[src/rtl/simmem_write_resp_releaser.sv]
// Release-token generator for the write response bank: times each reserved response's delay
// in a slot and grants one per-ID release token on expiry. Option macro: SIMMEM_RELEASER_ZERO_DELAY_BYPASS_EN.
module simmem_write_resp_releaser #(
  parameter int NumIds     = 4,
  parameter int IDWidth    = $clog2(NumIds),
  parameter int NumSlots   = 8,
  parameter int DelayWidth = 8,
  localparam int CntWidth  = $clog2(NumSlots + 1)
) (
  input  logic                  clk_i,
  input  logic                  rst_ni,
  input  logic                  delay_valid_i,
  output logic                  delay_ready_o,
  input  logic [IDWidth-1:0]    delay_id_i,
  input  logic [DelayWidth-1:0] delay_i,
  output logic [NumIds-1:0]     release_en_o,
  input  logic [NumIds-1:0]     rel_id_onehot_i,
  output logic [CntWidth-1:0]   outstanding_o
);

  localparam int OccWidth = CntWidth + 2;

  logic                  slot_valid_reg [NumSlots];
  logic [IDWidth-1:0]    slot_id_reg    [NumSlots];
  logic [DelayWidth-1:0] slot_cnt_reg   [NumSlots];
  logic [CntWidth-1:0]   tok_reg        [NumIds];

  logic [NumSlots-1:0] expire;
  logic [NumSlots-1:0] slot_load;
  logic                alloc_found;
  logic [CntWidth-1:0] exp_cnt [NumIds];
  logic [NumIds-1:0]   consume;
  logic [NumIds-1:0]   bypass_inc;
  logic                handshake;
  logic                zero_bypass;
  logic                to_slot;
  logic                onehot_ok;
  logic [OccWidth-1:0] occupancy;

  assign handshake = delay_valid_i & delay_ready_o;

`ifdef SIMMEM_RELEASER_ZERO_DELAY_BYPASS_EN
  assign zero_bypass = (delay_i == '0);
`else
  assign zero_bypass = 1'b0;
`endif

  assign to_slot   = handshake & ~zero_bypass;
  assign onehot_ok = $onehot(rel_id_onehot_i);

  // Lowest-index slot that is free right now; a slot expiring this cycle is still marked valid.
  always_comb begin
    slot_load   = '0;
    alloc_found = 1'b0;
    for (int s = 0; s < NumSlots; s++) begin
      if (!alloc_found && !slot_valid_reg[s]) begin
        alloc_found  = 1'b1;
        slot_load[s] = to_slot;
      end
    end
  end

  always_comb begin
    for (int i = 0; i < NumIds; i++) begin
      exp_cnt[i] = '0;
      for (int s = 0; s < NumSlots; s++) begin
        if (expire[s] && (slot_id_reg[s] == IDWidth'(i))) begin
          exp_cnt[i] = exp_cnt[i] + CntWidth'(1);
        end
      end
    end
  end

  genvar gi;
  generate
    for (gi = 0; gi < NumSlots; gi++) begin : g_slot
      assign expire[gi] = slot_valid_reg[gi] && (slot_cnt_reg[gi] == '0);

      always_ff @(posedge clk_i or negedge rst_ni) begin
        if (!rst_ni) begin
          slot_valid_reg[gi] <= 1'b0;
          slot_id_reg[gi]    <= '0;
          slot_cnt_reg[gi]   <= '0;
        end else if (slot_load[gi]) begin
          slot_valid_reg[gi] <= 1'b1;
          slot_id_reg[gi]    <= delay_id_i;
          slot_cnt_reg[gi]   <= delay_i;
        end else if (slot_valid_reg[gi]) begin
          if (slot_cnt_reg[gi] == '0) begin
            slot_valid_reg[gi] <= 1'b0;
          end else begin
            slot_cnt_reg[gi] <= slot_cnt_reg[gi] - DelayWidth'(1);
          end
        end
      end
    end

    for (gi = 0; gi < NumIds; gi++) begin : g_id
      // Illegal feedback (multi-hot, or an ID holding no token) is dropped here.
      assign consume[gi]    = onehot_ok & rel_id_onehot_i[gi] & (tok_reg[gi] != '0);
      assign bypass_inc[gi] = handshake & zero_bypass & (delay_id_i == IDWidth'(gi));
      assign release_en_o[gi] = (tok_reg[gi] != '0);

      always_ff @(posedge clk_i or negedge rst_ni) begin
        if (!rst_ni) begin
          tok_reg[gi] <= '0;
        end else begin
          tok_reg[gi] <= tok_reg[gi] + exp_cnt[gi] + CntWidth'(bypass_inc[gi])
                         - CntWidth'(consume[gi]);
        end
      end
    end
  endgenerate

  // Expiry only moves credit from a slot to a token, so only a consume lowers occupancy.
  always_comb begin
    occupancy = '0;
    for (int s = 0; s < NumSlots; s++) begin
      occupancy = occupancy + OccWidth'(slot_valid_reg[s]);
    end
    for (int i = 0; i < NumIds; i++) begin
      occupancy = occupancy + OccWidth'(tok_reg[i]);
    end
  end

  assign delay_ready_o = (occupancy < OccWidth'(NumSlots));
  assign outstanding_o = occupancy[CntWidth-1:0];

endmodule
[config.mk]
export PLATFORM = sky130hd
export DESIGN_NAME = simmem_write_resp_releaser
export DESIGN_NICKNAME = d
export VERILOG_FILES = /design/src/rtl/simmem_write_resp_releaser.sv
export SDC_FILE = /design/constraint.sdc
export NUM_CORES = 1
export LEC_CHECK = 0
export CELL_PAD_IN_SITES_DETAIL_PLACEMENT = 1
export CELL_PAD_IN_SITES_GLOBAL_PLACEMENT = 1
export CORE_ASPECT_RATIO = 0.6
export CORE_MARGIN = 2
export CORE_UTILIZATION = 25
export CTS_BUF_LIST = sky130_fd_sc_hd__clkbuf_8
export CTS_CLUSTER_SIZE = 12
export DETAILED_ROUTE_END_ITERATION = 10
export PLACE_DENSITY = 0.58
export SLEW_MARGIN = 20
export SYNTH_ARGS = -nofsm -noshare
export SYNTH_HDL_FRONTEND = slang
export SYNTH_SLANG_ARGS = --single-unit
[constraint.sdc]
create_clock -name clk_i -period 7 [get_ports clk_i]
set_input_delay 0.7 -clock clk_i [delete_from_list [all_inputs] [get_ports clk_i]]
set_output_delay 0.7 -clock clk_i [all_outputs]
set_load 0.005 [all_outputs]
# After elaboration in Yosys (flattened, before gate mapping)
# Index checks and enable logic that the tools add are counted.
[classes]
addsub = 58
mul = 0
div_mod_pow = 0
n_lt_le_gt_ge = 1
eq_ne = 33
n_shift = 0
n_mux = 95
bitwise = 9
reduce_logical = 96
[ops]
columns = ["op", "n"]
rows = [
  ["2-to-1 mux 8 bit", 24],
  ["adder 4 x 1 -> 4 bit (second input constant)", 28],
  ["2-to-1 mux 4 bit", 28],
  ["zero test 8 bit", 8],
  ["subtractor 8 x 1 -> 8 bit (second input constant)", 8],
  ["logical AND 1 bit", 47],
  ["2-to-1 mux 1 bit", 43],
  ["equality test 2 bit (second input constant)", 16],
  ["adder 6 x 4 -> 6 bit", 4],
  ["adder 4 bit", 4],
  ["equality test 2 x 1 -> 1 bit (second input constant)", 8],
  ["zero test 2 bit", 8],
  ["!= test 2 bit (second input constant)", 8],
  ["AND reduction 2 bit", 8],
  ["nonzero test 2 bit", 8],
  ["nonzero test 4 bit", 4],
  ["subtractor 4 x 1 -> 4 bit", 4],
  ["zero test 1 bit", 13],
  ["adder 6 x 1 -> 6 bit", 2],
  ["bitwise AND 1 bit", 9],
  ["adder 1 x 1 -> 2 bit", 3],
  ["adder 5 x 1 -> 6 bit", 1],
  ["less-than comparator 6 x 4 -> 1 bit (second input constant)", 1],
  ["adder 4 x 1 -> 5 bit", 1],
  ["other kinds (4)", 4],
]
[word_totals]
reg_bits = 104
latch_bits = 0
mem_bits_rw = 0
rom_bits = 0
wordCells = 320
memories = 0

# Longest topological paths before layout
[logic_depth]
word_depth = 23
mapped_depth = 37
ltp_nobuf = 36

# Worst setup path before layout
# OpenSTA, ideal clock, no wires.
[synth_timing]
kind = "flip-flop to flip-flop"
startpoint = "register slot_cnt_reg[60] in the netlist's numbering"
endpoint = "register tok_reg[11] in the netlist's numbering"
setup_time_ns = 0.125
arrival_time_ns = 6.168
required_ns = 6.875
setup_slack_ns = 0.707
stages_incl_launch_ff = 33
synth_period_minus_slack_ns = 6.293
cell_sequence = "dfrtp_1 nor4_1 nand2_1 or3_1 nor3b_1 ha_1 clkbuf_1 nor2_1 nand4_1 and2_1 inv_1 ha_1 nand4_1 a21oi_1 or4_1 nand3_1 inv_1 ha_1 xnor2_1 a22oi_1 mux2i_1 a31o_2 ha_1 mux2i_1 ha_1 inv_1 ha_1 a21o_1 a21oi_1 xnor2_1 xnor2_1 xnor2_1 xnor2_1"
[synth_between]
elab_chain_len = 20
[synth_lines]
columns = ["item", "line_no", "rtl"]
rows = [
  ["start, declared", "25", "logic [DelayWidth-1:0] slot_cnt_reg [NumSlots];"],
  ["start signal, assigned by index", "87", "slot_cnt_reg[gi] <= delay_i;"],
  ["start signal, assigned by index", "92", "slot_cnt_reg[gi] <= slot_cnt_reg[gi] - DelayWidth'(1);"],
  ["zero test 8 bit (*)", "77", "assign expire[gi] = slot_valid_reg[gi] && (slot_cnt_reg[gi] == '0);"],
  ["logical AND 1 bit (*)", "77", ""],
  ["logical AND 1 bit (*)", "67", "if (expire[s] && (slot_id_reg[s] == IDWidth'(i))) begin"],
  ["2-to-1 mux 1 bit (*)", "67", ""],
  ["adder 4 x 1 -> 4 bit", "68", "exp_cnt[i] = exp_cnt[i] + CntWidth'(1);"],
  ["2-to-1 mux 4 bit (*)", "67", ""],
  ["adder 4 x 1 -> 4 bit", "68", ""],
  ["2-to-1 mux 4 bit (*)", "67", ""],
  ["[4 not listed]", "--", ""],
  ["adder 4 x 1 -> 4 bit", "68", ""],
  ["2-to-1 mux 4 bit (*)", "67", ""],
  ["adder 4 x 1 -> 4 bit", "68", ""],
  ["2-to-1 mux 4 bit (*)", "67", ""],
  ["adder 4 x 1 -> 4 bit", "68", ""],
  ["2-to-1 mux 4 bit (*)", "67", ""],
  ["adder 4 bit (*)", "108", "tok_reg[gi] <= tok_reg[gi] + exp_cnt[gi] + CntWidth'(bypass_inc[gi])"],
  ["subtractor 4 x 1 -> 4 bit (*)", "109", "- CntWidth'(consume[gi]);"],
  ["end signal, assigned by index", "108", ""],
  ["end, declared", "26", "logic [CntWidth-1:0] tok_reg [NumIds];"],
]
# Every way passes the cells marked *; elsewhere a longest branch is shown, timed or not.
# A chain may end at the register's enable or synchronous reset.

# Worst setup path after layout
[layout_timing]
startpoint = "register slot_cnt_reg[59] in the netlist's numbering"
endpoint = "register tok_reg[15] in the netlist's numbering"
# Same word-level chain as after synthesis.

==> metrics.md <==
| Metric | Value |
|---|---|
| Count of input and output buffers | `25` |
| Commonest cells after routing, fill and taps aside | `inv_1 (129), nand2_1 (108), dfrtp_1 (103), ha_1 (79), xnor2_1 (72)` |
| Pre-CTS WS | `-73.6 ps` |
| Skew-Pair Late Insertion Delay | `440 ps` |
| Final #Nets | `1272` |
| Post-synth EDFFs | `0` |
| Final instance area | `0.0109 mm2` |
| CP top delay family | `simple AND/OR/NAND/NOR gates` |
| Max-slew violations | `0` |
| Int Power | `2910 uW` |
| I/O pins | `26` |
| Fin crit period | `6600 ps` |
| Synth area leaders | `dfrtp_1 (27%), ha_1 (10%), xnor2_1 (6.6%), inv_1 (5.1%), nand2_1 (4.3%)` |
| Maximum buffer depth of the clock tree | `2` |
| Register bit total from synthesis | `104` |
| Reg clk slew, reported paths | `130 ps` |
| Reg2Reg Setup Slack | `400 ps` |
| Synth async-reset ratio | `1.00` |
| Highest net fanout along the worst path | `5` |
| 1st-iter DRT viols | `536` |
| Synthesized Nets | `1243` |
| WP buf/inv | `2` |
| Share of layout cells above drive strength 1 | `0.0921` |
| Final setup vio count | `0` |
| Antenna cells | `0` |
| VDD IR max | `0.000608 V` |
| Gpl congestion | `0.825` |
| Ys flop type | `dfrtp_1` |
| ANT nets after route | `0` |
| Core area | `0.0377 mm2` |
| Synth top area share | `0.272` |
| Skew final | `22.8 ps` |
| Initial Utilization | `0.254` |
| Critical path class | `register to register` |
| Post-DP Area | `0.0105 mm2` |
| Area occupied by registers | `0.00260 mm2` |
| Crit path required time | `7370 ps` |
| Rows | `55` |
| Worst setup margin | `397 ps` |
| CTS tree | `done` |
| Most used cell, CP | `ha_1` |
| Leakage | `0.00472 uW` |
| Total power | `5590 uW` |
| Synth unique cells | `88` |
| Sequential Power Share | `0.163` |
| Fmax | `0.151 GHz` |
| CTS hold repair buffers | `0` |
| Max_cap viols | `0` |
| Die area | `0.0399 mm2` |
| NetSw | `2690 uW` |
| TritonCTS Buffers | `9` |
| Gate power share | `0.753` |
| Tot GR Track Use | `0.161` |
| Setup crit start kind | `register` |
| Crit-path slowest cell | `dfrtp_2` |
| Clock sink total | `104` |
| Total negative slack | `0 ps` |
| CP endpoint kind | `register` |
| Status | `finished clean` |
| Die H | `156 um` |
| Sw Share | `0.480` |
| Max FFs per register | `64` |
| Final Hold Viols | `0` |
| Worst hold path class | `input port to asynchronous set/reset pin` |
| Vias in the first global route | `8551` |
| Syn avg cell area | `8.48 um2` |
| Synth Instances | `1128` |
| Via count | `8496` |
| First-pass GRT wire length | `50100 um` |
| Rel. slew slack | `0.252` |
| Ys Warns | `0` |
| Clk pwr share | `0.085` |
| Residual DRC count | `0` |
| Multi-input gate area in the final layout | `0.00640 mm2` |
| Total grt overflow | `0` |
| 1st-pass router iterations | `7` |
| Area Overhead vs Synth | `13.5%` |
| Total Routed Length | `31500 um` |
| Fin crit share | `0.943` |
| Max stage delay on crit path | `460 ps` |
| Commonest non-fill, non-tap cell in the layout | `inv_1` |
| Sequential fraction of the synthesis area | `0.272` |
| Cell Pwr Density | `515 mW/mm2` |
| Final Non-Filler Cells | `1675` |
| H-Tree Depth | `3` |
| Synth area leader | `dfrtp_1` |
| Placed cell count | `1654` |
| Largest net degree at the start of global routing | `64` |
| Post-DR wirelength/cell | `18.8 um` |
| Worst Max-Slew Pin Slew | `1110 ps` |
| DP HPWL | `24800 um` |
| Clock root buffer | `clkbuf_8` |
| Initial antenna violation count | `1` |
| Netlist Area Pre-Place | `0.00957 mm2` |
| Die X | `257 um` |
| Critical Path AT | `6970 ps` |
| Via-to-Cell Ratio | `5.07` |
| Filler instances | `4532` |
-- cell type report --
type / instances / share of cell area
repair buffers: 56 / 0.0442
well taps: 513 / 0.0591
clock inverters: 7 / 0.0105
multi-input cells: 855 / 0.590
clock buffers: 9 / 0.0114
inverters: 131 / 0.0455
flip-flops and latches: 104 / 0.240
-- cell families (layout without fill, tap and decap cells) --
logic type,after synthesis,after routing,synth area share
and+or+nand+nor,430,430,0.242
AOI/OAI and AO/OA,197,197,0.139
buffers and inverters,169,203,0.0683
DFF,104,104,0.272
xor gates and xnor gates,102,102,0.105
adders and majority gates,99,99,0.144
muxes,27,27,0.0298
-- per-stage QoR --
step	util	hold slack [ps]
after global routing	0.288	263
final	0.288	253
after global placement	0.278	479
after floorplan	-	404
after CTS	0.285	240
after detailed placement	0.278	483
-- worst register-to-register path: cells and delay by family, from the launching register on --
family	cells	cell delay, ps
XOR/XNOR	7	1030
buffers and inverters	2	120
multiplexers	1	290
AO/OA/AOI/OAI	2	370
flip-flops	1	460
AND/OR/NAND/NOR	12	2200
adder cells (fa/ha/maj)	8	2080
-- synthesized netlist by cell type, drive strengths merged, types with 23 or more instances --
master,number
nor2,67
ha,79
inv,131
dfrtp,104
xor2,23
nor3,40
a21oi,43
nand3,44
nand2,110
xnor2,74
clkbuf,31
o21ai,48
nand4,23
-- power by group through the flow --
stage / combinational, uW / clock, uW / sequential, uW
CTS: 4260 / 504 / 908
detailed placement: 4220 / 0 / 918
floorplan: 2610 / 0 / 854
global route: 4750 / 519 / 935
finish: 4210 / 474 / 910
global placement: 4120 / 0 / 912
-- timing repair --
item	CTS	global route
pin swaps	0	5
setup buffers	0	5
endpoints found under the setup margin	2	3
gates resized for setup	1	17
-- routing by layer --
metal	vias up	routed length [um]	part of all wire	track usage
met5	-	0	0	0
met4	0	195	0.0062	0.0263
met3	15	1270	0.040	0.0262
met2	135	12400	0.39	0.221
met1	4320	17700	0.56	0.261
li1	4026	-	-	-
-- worst paths after layout --
| path | start | endpoint | cells past startpoint |
|---|---|---|---|
| max in group asynchronous | rst_ni | slot_cnt_reg[59]$_DFFE_PN0P_ | 2 |
| min in group clk_i | slot_cnt_reg[62]$_DFFE_PN0P_ | slot_cnt_reg[62]$_DFFE_PN0P_ | 1 |
| setup / recovery | slot_cnt_reg[59]$_DFFE_PN0P_ | tok_reg[15]$_DFF_PN0_ | 32 |
| hold reg to reg | slot_cnt_reg[62]$_DFFE_PN0P_ | slot_cnt_reg[62]$_DFFE_PN0P_ | 1 |
| setup reg to reg | slot_cnt_reg[59]$_DFFE_PN0P_ | tok_reg[15]$_DFF_PN0_ | 32 |
| hold / removal | rst_ni | slot_cnt_reg[22]$_DFFE_PN0P_ | 1 |
Power figures use the tool's default switching activity.
